## config.mk

```make
export PLATFORM = sky130hd
export DESIGN_NAME = regfile_writeback
export DESIGN_NICKNAME = d
export VERILOG_FILES = /design/src/rtl/regfile_writeback.sv
export SDC_FILE = /design/constraint.sdc
export NUM_CORES = 1
export LEC_CHECK = 0
export CAP_MARGIN = 10
export CORE_UTILIZATION = 46
export DETAILED_ROUTE_END_ITERATION = 10
export PLACE_DENSITY = 0.86
export SYNTH_ARGS = -nofsm -noshare
export SYNTH_HDL_FRONTEND = slang
export SYNTH_SLANG_ARGS = --single-unit
export TNS_END_PERCENT = 5
```

## constraint.sdc

```tcl
create_clock -name clk -period 4.5 [get_ports clk]
set_input_delay 1.35 -clock clk [delete_from_list [all_inputs] [get_ports clk]]
set_output_delay 1.35 -clock clk [all_outputs]
set_load 0.02 [all_outputs]
```

## src/rtl/regfile_writeback.sv

```systemverilog
// Write-back stage: registers the MEM result, drives the r0-suppressed register-file write
// port and counts retired instructions. Define WB_FWD_EN to add the WB->EX forwarding hits.
module regfile_writeback #(
  parameter int unsigned DW = 32,
  parameter int unsigned AW = 5
) (
  input  logic          clk,
  input  logic          rst_n,
  input  logic          stall,
  input  logic          flush,
  input  logic          mem_valid,
  input  logic          mem_reg_write,
  input  logic          mem_mem_to_reg,
  input  logic [DW-1:0] mem_alu_result,
  input  logic [DW-1:0] mem_load_data,
  input  logic [AW-1:0] mem_write_r,
  output logic [DW-1:0] wb_data,
  output logic [AW-1:0] wb_write_r,
  output logic          wb_reg_write,
  output logic [31:0]   retire_count
`ifdef WB_FWD_EN
  ,
  input  logic [AW-1:0] ex_rs,
  input  logic [AW-1:0] ex_rt,
  output logic          fwd_a,
  output logic          fwd_b
`endif
);

  localparam int unsigned CW = 32;

  logic          valid_q, valid_d;
  logic          reg_write_q, reg_write_d;
  logic [AW-1:0] write_r_q, write_r_d;
  logic [DW-1:0] data_q, data_d;
  logic [CW-1:0] retire_q, retire_d;

  // Flush beats stall; the load/ALU mux sits ahead of the register.
  always_comb begin
    valid_d     = valid_q;
    reg_write_d = reg_write_q;
    write_r_d   = write_r_q;
    data_d      = data_q;
    retire_d    = retire_q;
    if (flush) begin
      valid_d     = 1'b0;
      reg_write_d = 1'b0;
      write_r_d   = '0;
      data_d      = '0;
    end else if (!stall) begin
      valid_d     = mem_valid;
      reg_write_d = mem_reg_write;
      write_r_d   = mem_write_r;
      data_d      = mem_mem_to_reg ? mem_load_data : mem_alu_result;
      if (mem_valid) begin
        retire_d = retire_q + CW'(1);
      end
    end
  end

  always_ff @(posedge clk or negedge rst_n) begin
    if (!rst_n) begin
      valid_q     <= 1'b0;
      reg_write_q <= 1'b0;
      write_r_q   <= '0;
      data_q      <= '0;
      retire_q    <= '0;
    end else begin
      valid_q     <= valid_d;
      reg_write_q <= reg_write_d;
      write_r_q   <= write_r_d;
      data_q      <= data_d;
      retire_q    <= retire_d;
    end
  end

  assign wb_data      = data_q;
  assign wb_write_r   = write_r_q;
  assign wb_reg_write = valid_q & reg_write_q & (write_r_q != '0);
  assign retire_count = retire_q;

`ifdef WB_FWD_EN
  // Bypass hit when the pending write targets an EX source; value is wb_data.
  assign fwd_a = wb_reg_write & (write_r_q == ex_rs);
  assign fwd_b = wb_reg_write & (write_r_q == ex_rt);
`endif

endmodule

```

; Word-level counts from Yosys, hierarchy flattened
; Cells that the tools add are included.
[op_classes]
bitwise = 4
mux = 9
n_reduce_logical = 2
eq_ne = 1
addsub = 1
[ops]
columns = cell, n
row1 = $mux 32, 3
row2 = $add 32x1->32 const B, 1
row3 = $mux 5, 2
row4 = $reduce_bool 5->1, 1
row5 = $mux 1, 4
row6 = $reduce_and 3->1, 1
row7 = $and 1x1->1, 2
row8 = $ne 2x1->1 const B, 1
row9 = $not 1->1, 2
[word_totals]
out_inout_bits = 70
register_bits = 71

; Depth between registers and ports, before layout
; Gate-level depths: netlist of run 1.
[logic_depth]
ltp_word = 3
ltp_mapped = 6
ltp_nobuf = 5

; Worst setup path after synthesis of run 1
; OpenSTA, ideal clock, no wires.
[synth_path]
path_type = input -> register
startpoint = input stall
endpoint = register retire_q[31], in the netlist retire_count[31]
arrival_ps = 2572
stages = 6
setup_time_ps = 79
t_required_ps = 4421
slack_ps = 1848
n_path_buf = 2
path_cell_list = clkbuf_1 > nor3b_2 > nand4bb_1 > clkbuf_1 > nor4_1 > xor2_1
[synth_between]
elab_chain_cells = 2
[synth_rtl]
columns = element, line
row1 = start: declaration, 9  ; input logic stall,
row2 = $not 1->1 (no source line), -
row3 = $reduce_and 3->1 (no source line), -
row4 = end signal: assignment, 73  ; retire_q <= retire_d;
row5 = end: declaration, 36  ; logic [CW-1:0] retire_q, retire_d;
; Every way passes these cells.
; A chain may end at the register's enable or synchronous reset.

; Worst setup path in the final report of run 1
[layout_path]
startpoint = register write_r_q[1], in the netlist wb_write_r[1]
endpoint = output wb_reg_write
[layout_between]
elab_chain_cells = 2
[layout_rtl]
columns = element, line
row1 = start: declaration, 34  ; logic [AW-1:0] write_r_q, write_r_d;
row2 = start signal: assignment, 71  ; write_r_q <= write_r_d;
row3 = $reduce_bool 5->1, 79  ; assign wb_reg_write = valid_q & reg_write_q & (write_r_q != '0);
row4 = $and 1x1->1, 79
row5 = end: declaration, 19  ; output logic wb_reg_write,
; Every way passes these cells.

==> results by stage, run 1 <==
Hold path:
- The path class of the lowest-slack min-delay path is reg2reg.
- The number of instances on the worst hold path is 1.

Pwr:
- The portion of total power attributed to combinational logic is 21.0%.
- The part of the power in registers is 46.9%.
- In this run the static leakage power is 2.274 nW.
- In this run the power density over the cells is 305.1 nW/um^2.
- The total internal power is 1.118 mW.
- The switching share of power is 27.89%.
- Summed over all nets, the switching power comes to 0.4321 mW.
- The part of the total power dissipated in the clock network is 32.1%.
- The worst ir drop on vdd is 0.2072 mV.

Finish:
- After filler insertion, the fill cell instance count of the layout stands at 479.
- Leaving out filler cells and counting taps, the final layout contains 571.
- The area added between synthesis and finish is 50.59%.
- The post-route netlist has roughly 5.9% of its cells at a drive strength greater than 1.
- Cells fill 73.15% of the core in the end.
- With fillers left out, the area of the finished cells amounts to ~5100 sq um.
- The final layout contains 548 nets.
- The count of inserted antenna diode cells is 0.

Clock network:
- The clock tree from TritonCTS is built.
- After clock tree synthesis, the clock-pin slew on the worst setup and hold paths is approximately 0.07 ns.
- After clock tree synthesis, the repair step resized 0 gates.
- In this run the deepest clock path goes through 2 buffers.
- After clock tree synthesis, the setup repair step added 0 buffers.
- The CTS sink count is 71.
- In this run, post-CTS hold repair placed 0 buffers.
- Clock tree synthesis inserted a total of 9 buffers.
- Clock latency on the worst-skew pair, taken at its later pin, is 0.34 ns.
- The tree is rooted in a sky130_fd_sc_hd__clkbuf_8.
- In this run the number of H-tree levels came out at 3.

Synth:
- During synthesis, Yosys emitted a total of 0 warnings.
- The synthesized design devotes to its leading area cell type 52.67% of total area.
- In this run, synthesis inferred 0 flip-flops with an integrated enable.
- The net count after synthesis is 407.
- The post-synthesis cell count is 330.
- The synthesized area per cell is 10.22 sq um.
- In the synthesized netlist, the cells that appear most often are 75 x sky130_fd_sc_hd__nor2_1, 71 x sky130_fd_sc_hd__dfrtp_1, 39 x sky130_fd_sc_hd__mux2i_1.
- The cell with the most instances after synthesis is sky130_fd_sc_hd__nor2_1.
- The cell area after synthesis is 3373 sq um.
- For this run, asynchronously set or reset flops after synthesis account for 100.0%.
- Summed over all instances, the cell type with the most area after synthesis is sky130_fd_sc_hd__dfrtp_1.
- Sequential cells were found to cover 52.67% of the synthesized design area.
- The number of different library cells used by synthesis comes to 27.
- The flip-flop cell with the highest count after synthesis is sky130_fd_sc_hd__dfrtp_1.
- The synthesized design contains roughly 70 register bits.
- By area the synthesized netlist is led by sky130_fd_sc_hd__dfrtp_1 53%, sky130_fd_sc_hd__mux2i_1 12%, sky130_fd_sc_hd__nor2_1 8.3%.

GRT:
- The residual overflow from global routing is 0.
- For this run, the total global-route usage over all layers was measured as 25.14%.
- The initial antenna violation count is 0.
- The number of global-route vias before repair came to 2959.
- Entering global routing, the biggest net connects 73 pins.
- The first global-routing pass estimated about 15000 um of wire.

Die:
- For this configuration, the core starts out at a cell density of 48.58%.
- The horizontal die dimension is 87.64 um.
- The die covers 7680 sq um.
- The area of the placeable core is 6944 sq um.
- The chip height is 87.64 um.
- The placement row count is 30.
- For this design the top-level I/O count stands at 146.

Drt:
- In the routed layout, each cell is associated on average with a via count of 5.231.
- Detailed routing inserted a total of roughly 3000 vias.
- After detailed routing, the number of remaining DRC violations is 0.
- The number of optimization iterations in the first detailed-route pass is 4.
- The detailed router finished its first iteration with 136 violations.
- The post-detailed-route count of antenna-violating nets is 0.
- The total wire length after detailed routing is 9169 um.
- After detailed routing, the average wire length per cell comes to around 16 um.

Timing:
- Setup violations remaining at the end of the flow were counted as 0.
- Headroom to the max-slew limit came out at 38.93%.
- Setup repair after global routing left no endpoint under its margin.
- The post-route clock skew is 0.003187 ns.
- The max-slew violation total from the final report is 0.
- The minimum clock period is 3.295 ns.
- Of the available clock period, the critical path in the final layout requires 73.22%.
- For the pin with the worst max-slew slack, the measured transition is 0.9161 ns.
- The final-layout setup total negative slack is 0 ns.
- The fmax is 0.3035 GHz.
- The number of hold violations in the final report is 0.

Setup path:
- By startpoint and endpoint, the worst setup path is classified as reg2out.
- Of all nets on the critical path, the largest fanout is 3.
- STA classifies the critical path startpoint as a flop.
- The endpoint kind of the worst setup timing path is an output port.
- The number of cells on the worst reg-to-reg path is 4.
- For the worst setup path, the data arrival time is 1.95 ns.
- The required arrival time at the worst endpoint is ~3.2 ns.

Placed design:
- The HPWL after detailed placement is approximately 6800 um.
- The number of input and output port buffers inserted is 145.
- The total instance count after detailed placement is 556.
- After detailed placement, the total cell area comes to 4883 sq um.
- The congestion estimate from routability-driven global placement came to 0.7861.

Run:
- Across the run, the number of max-cap violations was 0.

Status:
- The run finished with clean final reports.
[flip-flops by register name, summed over array words and instances, names as in the netlist]
| name | cells |
|---|---|
| reg_write_q | 1 |
| retire_count | 32 |
| valid_q | 1 |
| wb_data | 32 |
| wb_write_r | 5 |
[critical path, stage by stage, from the launching register on]
cell and delay [ns]:
sky130_fd_sc_hd__dfrtp_1 0.40, sky130_fd_sc_hd__or3_1 0.37, sky130_fd_sc_hd__o311a_1 0.30, sky130_fd_sc_hd__clkdlybuf4s50_1 0.54
[layout make-up]
type / instances / area, sq um / share of cell area [%]
clock inverter: 5 / 58.81 / 1.158
inverter: 3 / 11.26 / 0.2217
sequential: 71 / 1777 / 34.98
timing repair buffer: 148 / 1459 / 28.72
tap: 96 / 120.1 / 2.365
clock buffer: 10 / 137.6 / 2.709
multi-input combinational: 238 / 1516 / 29.85
[path summary, 6_finish.rpt]
| check | to | from | slack [ns] |
|---|---|---|---|
| setup / recovery | wb_reg_write | wb_write_r[1] | 1.20 |
| setup reg to reg | retire_count[26] | retire_count[3] | 2.36 |
| hold reg to reg | retire_count[31] | retire_count[31] | 0.49 |
| hold / removal | retire_count[31] | retire_count[31] | 0.49 |
| min in group asynchronous | wb_data[21] | rst_n | 1.00 |
| max in group asynchronous | wb_data[25] | rst_n | 2.52 |
[cell usage in the layout (no fill, tap or decap), types with 3 or more instances in the layout]
cell / count
sky130_fd_sc_hd__a21oi_1: 32
sky130_fd_sc_hd__and4_1: 4
sky130_fd_sc_hd__buf_2: 3
sky130_fd_sc_hd__buf_4: 3
sky130_fd_sc_hd__clkbuf_8: 10
sky130_fd_sc_hd__clkdlybuf4s50_1: 142
sky130_fd_sc_hd__dfrtp_1: 71
sky130_fd_sc_hd__inv_1: 3
sky130_fd_sc_hd__mux2i_1: 39
sky130_fd_sc_hd__nand2_1: 13
sky130_fd_sc_hd__nand3_1: 8
sky130_fd_sc_hd__nand4_1: 9
sky130_fd_sc_hd__nor2_1: 75
sky130_fd_sc_hd__nor3_1: 5
sky130_fd_sc_hd__nor4_1: 5
sky130_fd_sc_hd__nor4_2: 5
sky130_fd_sc_hd__xnor2_1: 15
sky130_fd_sc_hd__xor2_1: 16
[per-layer routing]
metal  up-vias  track usage, %  share of wire [%]
met5         -               0                  0
met1      1440           28.81                 40
li1       1416               -                  -
met3        23           5.090                5.5
met4         0           10.73                2.6
met2       108           45.67                 51
[power by group through the flow]
| stage | Sequential, mW | Combinational, mW | Clock, mW |
|---|---|---|---|
| after global routing | 0.731 | 0.350 | 0.534 |
| after global placement | 0.735 | 0.316 | 0 |
| after CTS | 0.725 | 0.329 | 0.509 |
| after detailed placement | 0.737 | 0.326 | 0 |
| after floorplan | 0.773 | 0.0960 | 0 |
| final | 0.726 | 0.326 | 0.498 |
[stage by stage]
step	setup WS (ns)	hold slack, ns	power (mW)
3_5_place_dp	1.193	0.4797	1.063
6_report	1.205	0.4912	1.550
5_1_grt	1.153	0.5137	1.615
3_3_place_gp	1.329	0.4694	1.051
2_1_floorplan	1.848	0.4895	0.8694
4_1_cts	1.179	0.4950	1.562
[cell families after synthesis]
family | after synthesis | share of synthesized area [%]
adders and majority gates | 1 | 0.3709
xor gates and xnor gates | 31 | 8.049
AOI/OAI and AO/OA | 33 | 5.044
buffers and inverters | 21 | 2.374
muxes | 40 | 11.91
DFF | 71 | 52.67
and+or+nand+nor | 133 | 19.58
No activity file was read; power rests on OpenSTA's default activity.
==> inputs of run 2 (changes only) <==
--- a/config.mk
+++ b/config.mk
@@ -6,9 +6,9 @@
 export NUM_CORES = 1
 export LEC_CHECK = 0
 export CAP_MARGIN = 10
-export CORE_UTILIZATION = 46
+export CORE_UTILIZATION = 42
 export DETAILED_ROUTE_END_ITERATION = 10
-export PLACE_DENSITY = 0.86
+export PLACE_DENSITY = 0.8
 export SYNTH_ARGS = -nofsm -noshare
 export SYNTH_HDL_FRONTEND = slang
 export SYNTH_SLANG_ARGS = --single-unit
==> constraint.sdc (replaced) <==
create_clock -name clk -period 3.4 [get_ports clk]
set_input_delay 1.02 -clock clk [delete_from_list [all_inputs] [get_ports clk]]
set_output_delay 1.02 -clock clk [all_outputs]
set_load 0.02 [all_outputs]
==> run 2 against run 1 <==
Total power up 37%. Die area up 9.3%. Final cell count up 1.4%. Critical endpoint unchanged. Largest power group unchanged. Non-clock buffer count up 1. Largest cell class unchanged.
==> results by stage, run 2 (synthesis gave the netlist of run 1 again) <==
Die:
- The area of the placeable core is 7767 sq um.
- The die is ~90 um wide.
- The chip height is roughly 90 um.
- The effective utilization at floorplan is 43.43%.
- During I/O placement, the number of pins put on the boundary was 146.
- The die area is 8394 sq um.
- After floorplanning, the core was divided into 32 placement rows.

Clock network:
- After clock tree synthesis, the clock-pin slew on the worst setup and hold paths is 0.07 ns.
- The quantity of gates resized following cts is 0.
- The number of hold-repair buffers added at the cts stage is 0.
- The clock tree from TritonCTS is built.
- CTS built an H-tree with a depth of 3.
- The number of buffers on the longest clock path is 2.
- The later pin in the worst-skew pair is clocked with a latency of between 0.3 and 0.4 ns.
- In this run the post-CTS setup repair buffer count came out at 0.
- The CTS sink count is 71.
- In this run, CTS created clock tree buffers numbering 9.
- The clock root buffer is sky130_fd_sc_hd__clkbuf_8.

Setup path:
- Data on the critical path is required at its endpoint by approximately 2.4 ns.
- By startpoint and endpoint, the worst setup path is classified as reg2out.
- The worst setup path is captured at an output port.
- The number of cells on the worst reg-to-reg path is 4.
- On the worst path, the slowest cell contributes a delay of 0.56 ns.
- The signal on the critical path passes through or3_1, o311a_1, clkdlybuf4s50_1.
- For this design, the slowest cell found on the critical path is sky130_fd_sc_hd__clkdlybuf4s50_1.
- The buffer and inverter count on the worst path is 1.
- The cell count along the critical path is 3.
- The worst reg2reg path startpoint is retire_count[3].
- The cell family contributing the most delay on the critical path is buffers and inverters.
- The worst setup path is launched from a flop.
- The beginning of the critical path is wb_write_r[1].
- The arrival time of data at the critical path endpoint is 1.96 ns.
- The maximum net fanout on the critical path is 3.

Timing:
- The post-route clock skew is 0.005689 ns.
- Setup repair after global routing left no endpoint under its margin.
- The period utilization is 87.71%.
- The number of hold violations in the final report came to 0.
- Setup violations remaining at the end of the flow were counted as 0.
- The relative max-transition margin is 38.99%.
- After layout, the worst setup slack is 0.4180 ns.
- The max-slew violation total from the final report is 0.
- The worst hold slack after final layout is 0.4728 ns.
- The final-layout setup total negative slack is 0 ns.
- The worst path in the final design needs a cycle of 2.982 ns, including I/O delays and setup.
- Based on the critical path, the design can be clocked at up to 0.3353 GHz.
- The actual transition at the worst max-transition pin is 0.9152 ns.

Pwr:
- The worst ir drop on vdd is between 0.2 and 0.25 mV.
- The leakage power is approximately 2.3 nW.
- In this run the power density over the cells is 412.8 nW/um^2.
- The portion of total power attributed to combinational logic is 20.0%.
- The switching share of power is a little over a quarter.
- The part of the total power dissipated in the clock network is 34.8%.
- The sum of internal, switching and leakage power is approximately 2.1 mW.
- The reported net switching power is 0.5593 mW.
- The share of total power dissipated in sequential elements is 45.2%.
- Cell internal power was estimated by the tool at around 1.6 mW.

Status:
- The run finished with clean final reports.

Finish:
- The library cell used most frequently in the layout, excluding fill and tap cells, is sky130_fd_sc_hd__clkdlybuf4s50_1.
- The fraction of layout cells with a size suffix above 1 is 6.080%.
- The count of inserted antenna diode cells is 0.
- The area added between synthesis and finish is 52.19%.
- At the end of the flow, the number of nets in the layout was 549.
- Leaving out fill and tap cells, the most frequent cells in the layout are 142 x sky130_fd_sc_hd__clkdlybuf4s50_1, 75 x sky130_fd_sc_hd__nor2_1, 71 x sky130_fd_sc_hd__dfrtp_1.
- The final design utilization is 66.09%.

Drt:
- The total wire length after detailed routing is 8548 um.
- The number of optimization iterations in the first detailed-route pass is 4.
- In the final routing, the length of wire on met1 measures 3585 um.
- The wire length on met3 is 427 um.
- For this block, the via count after detailed routing is 2889.
- After detailed routing, the average wire length per cell comes to 14.76 um.
- The detailed router finished its first iteration with 124 violations.
- For this run, design rule violations remaining after detail routing come to 0.
- In the routed layout, each cell is associated on average with a via count of 4.990.
- Once detail routing completed, the nets flagged for antenna violations numbered 0.
- The highest layer touched by signal routing is met4.
- The routed design uses 4478 um of met2 wire.

Hold path:
- Along the worst hold path, the cell count comes to 1.
- The worst hold path begins at retire_count[31].
- The worst hold path belongs to the class reg2reg.

GRT:
- Entering global routing, the biggest net connects 72 pins.
- The residual overflow from global routing is 0.
- The number of global-route vias before repair came to between 2000 and 3000.
- The initial antenna violation count is 0.
- The first global-routing pass estimated 13860 um of wire.
- The global router's overall resource usage is a little over a fifth.

Placed design:
- Prior to clock tree synthesis, the placed netlist has a worst setup slack of 0.4947 ns.
- The global placer's final weighted congestion is a little over 0.8.
- The number of input and output port buffers inserted is 145.
- The HPWL after detailed placement is 6351 um.

Run:
- The max-cap check violation count is 0.
## run 2: cell count changes in the layout (fill, tap and decap cells not counted), sizes merged
cell,previous run,this run
clkbuf,10,11
bufinv,1,2
buf,6,7
clkinvlp,2,1
## run 2: power groups by stage
stage | Combinational [mW] | Sequential [mW] | Clock (mW)
after floorplan | 0.127 | 1.02 | 0
after global placement | 0.422 | 0.971 | 0
after detailed placement | 0.427 | 0.973 | 0
after CTS | 0.429 | 0.957 | 0.756
after global routing | 0.459 | 0.964 | 0.798
final | 0.424 | 0.958 | 0.738
## run 2: cell type report
cell class                 count  area [sq um]
fill                         627          2634
sequential                    71          1777
multi-input combinational    238          1516
timing repair buffer         149          1479
clock buffer                  11         141.4
tap                          102         127.6
clock inverter                 5         81.33
inverter                       3         11.26
## run 2: worst paths after layout
path / to / slack (ns)
worst min-delay path: retire_count[31] / 0.47
max in group asynchronous: wb_data[31] / 2.10
worst min register to register: retire_count[31] / 0.47
worst max-delay path: wb_reg_write / 0.42
worst max register to register: retire_count[26] / 1.22
min in group asynchronous: wb_data[11] / 0.67
## run 2: per-stage QoR
stage	instances	instance area [sq um]
finish	579	5134
global route	579	5134
CTS	579	5134
detailed placement	563	4911
global placement	563	4911
floorplan	330	3373
## run 2: routing by layer
metal	vias to the layer above	track usage, %
met5	-	0
met4	0	6.085
met2	78	37.66
li1	1417	-
met3	6	4.726
met1	1388	25.93
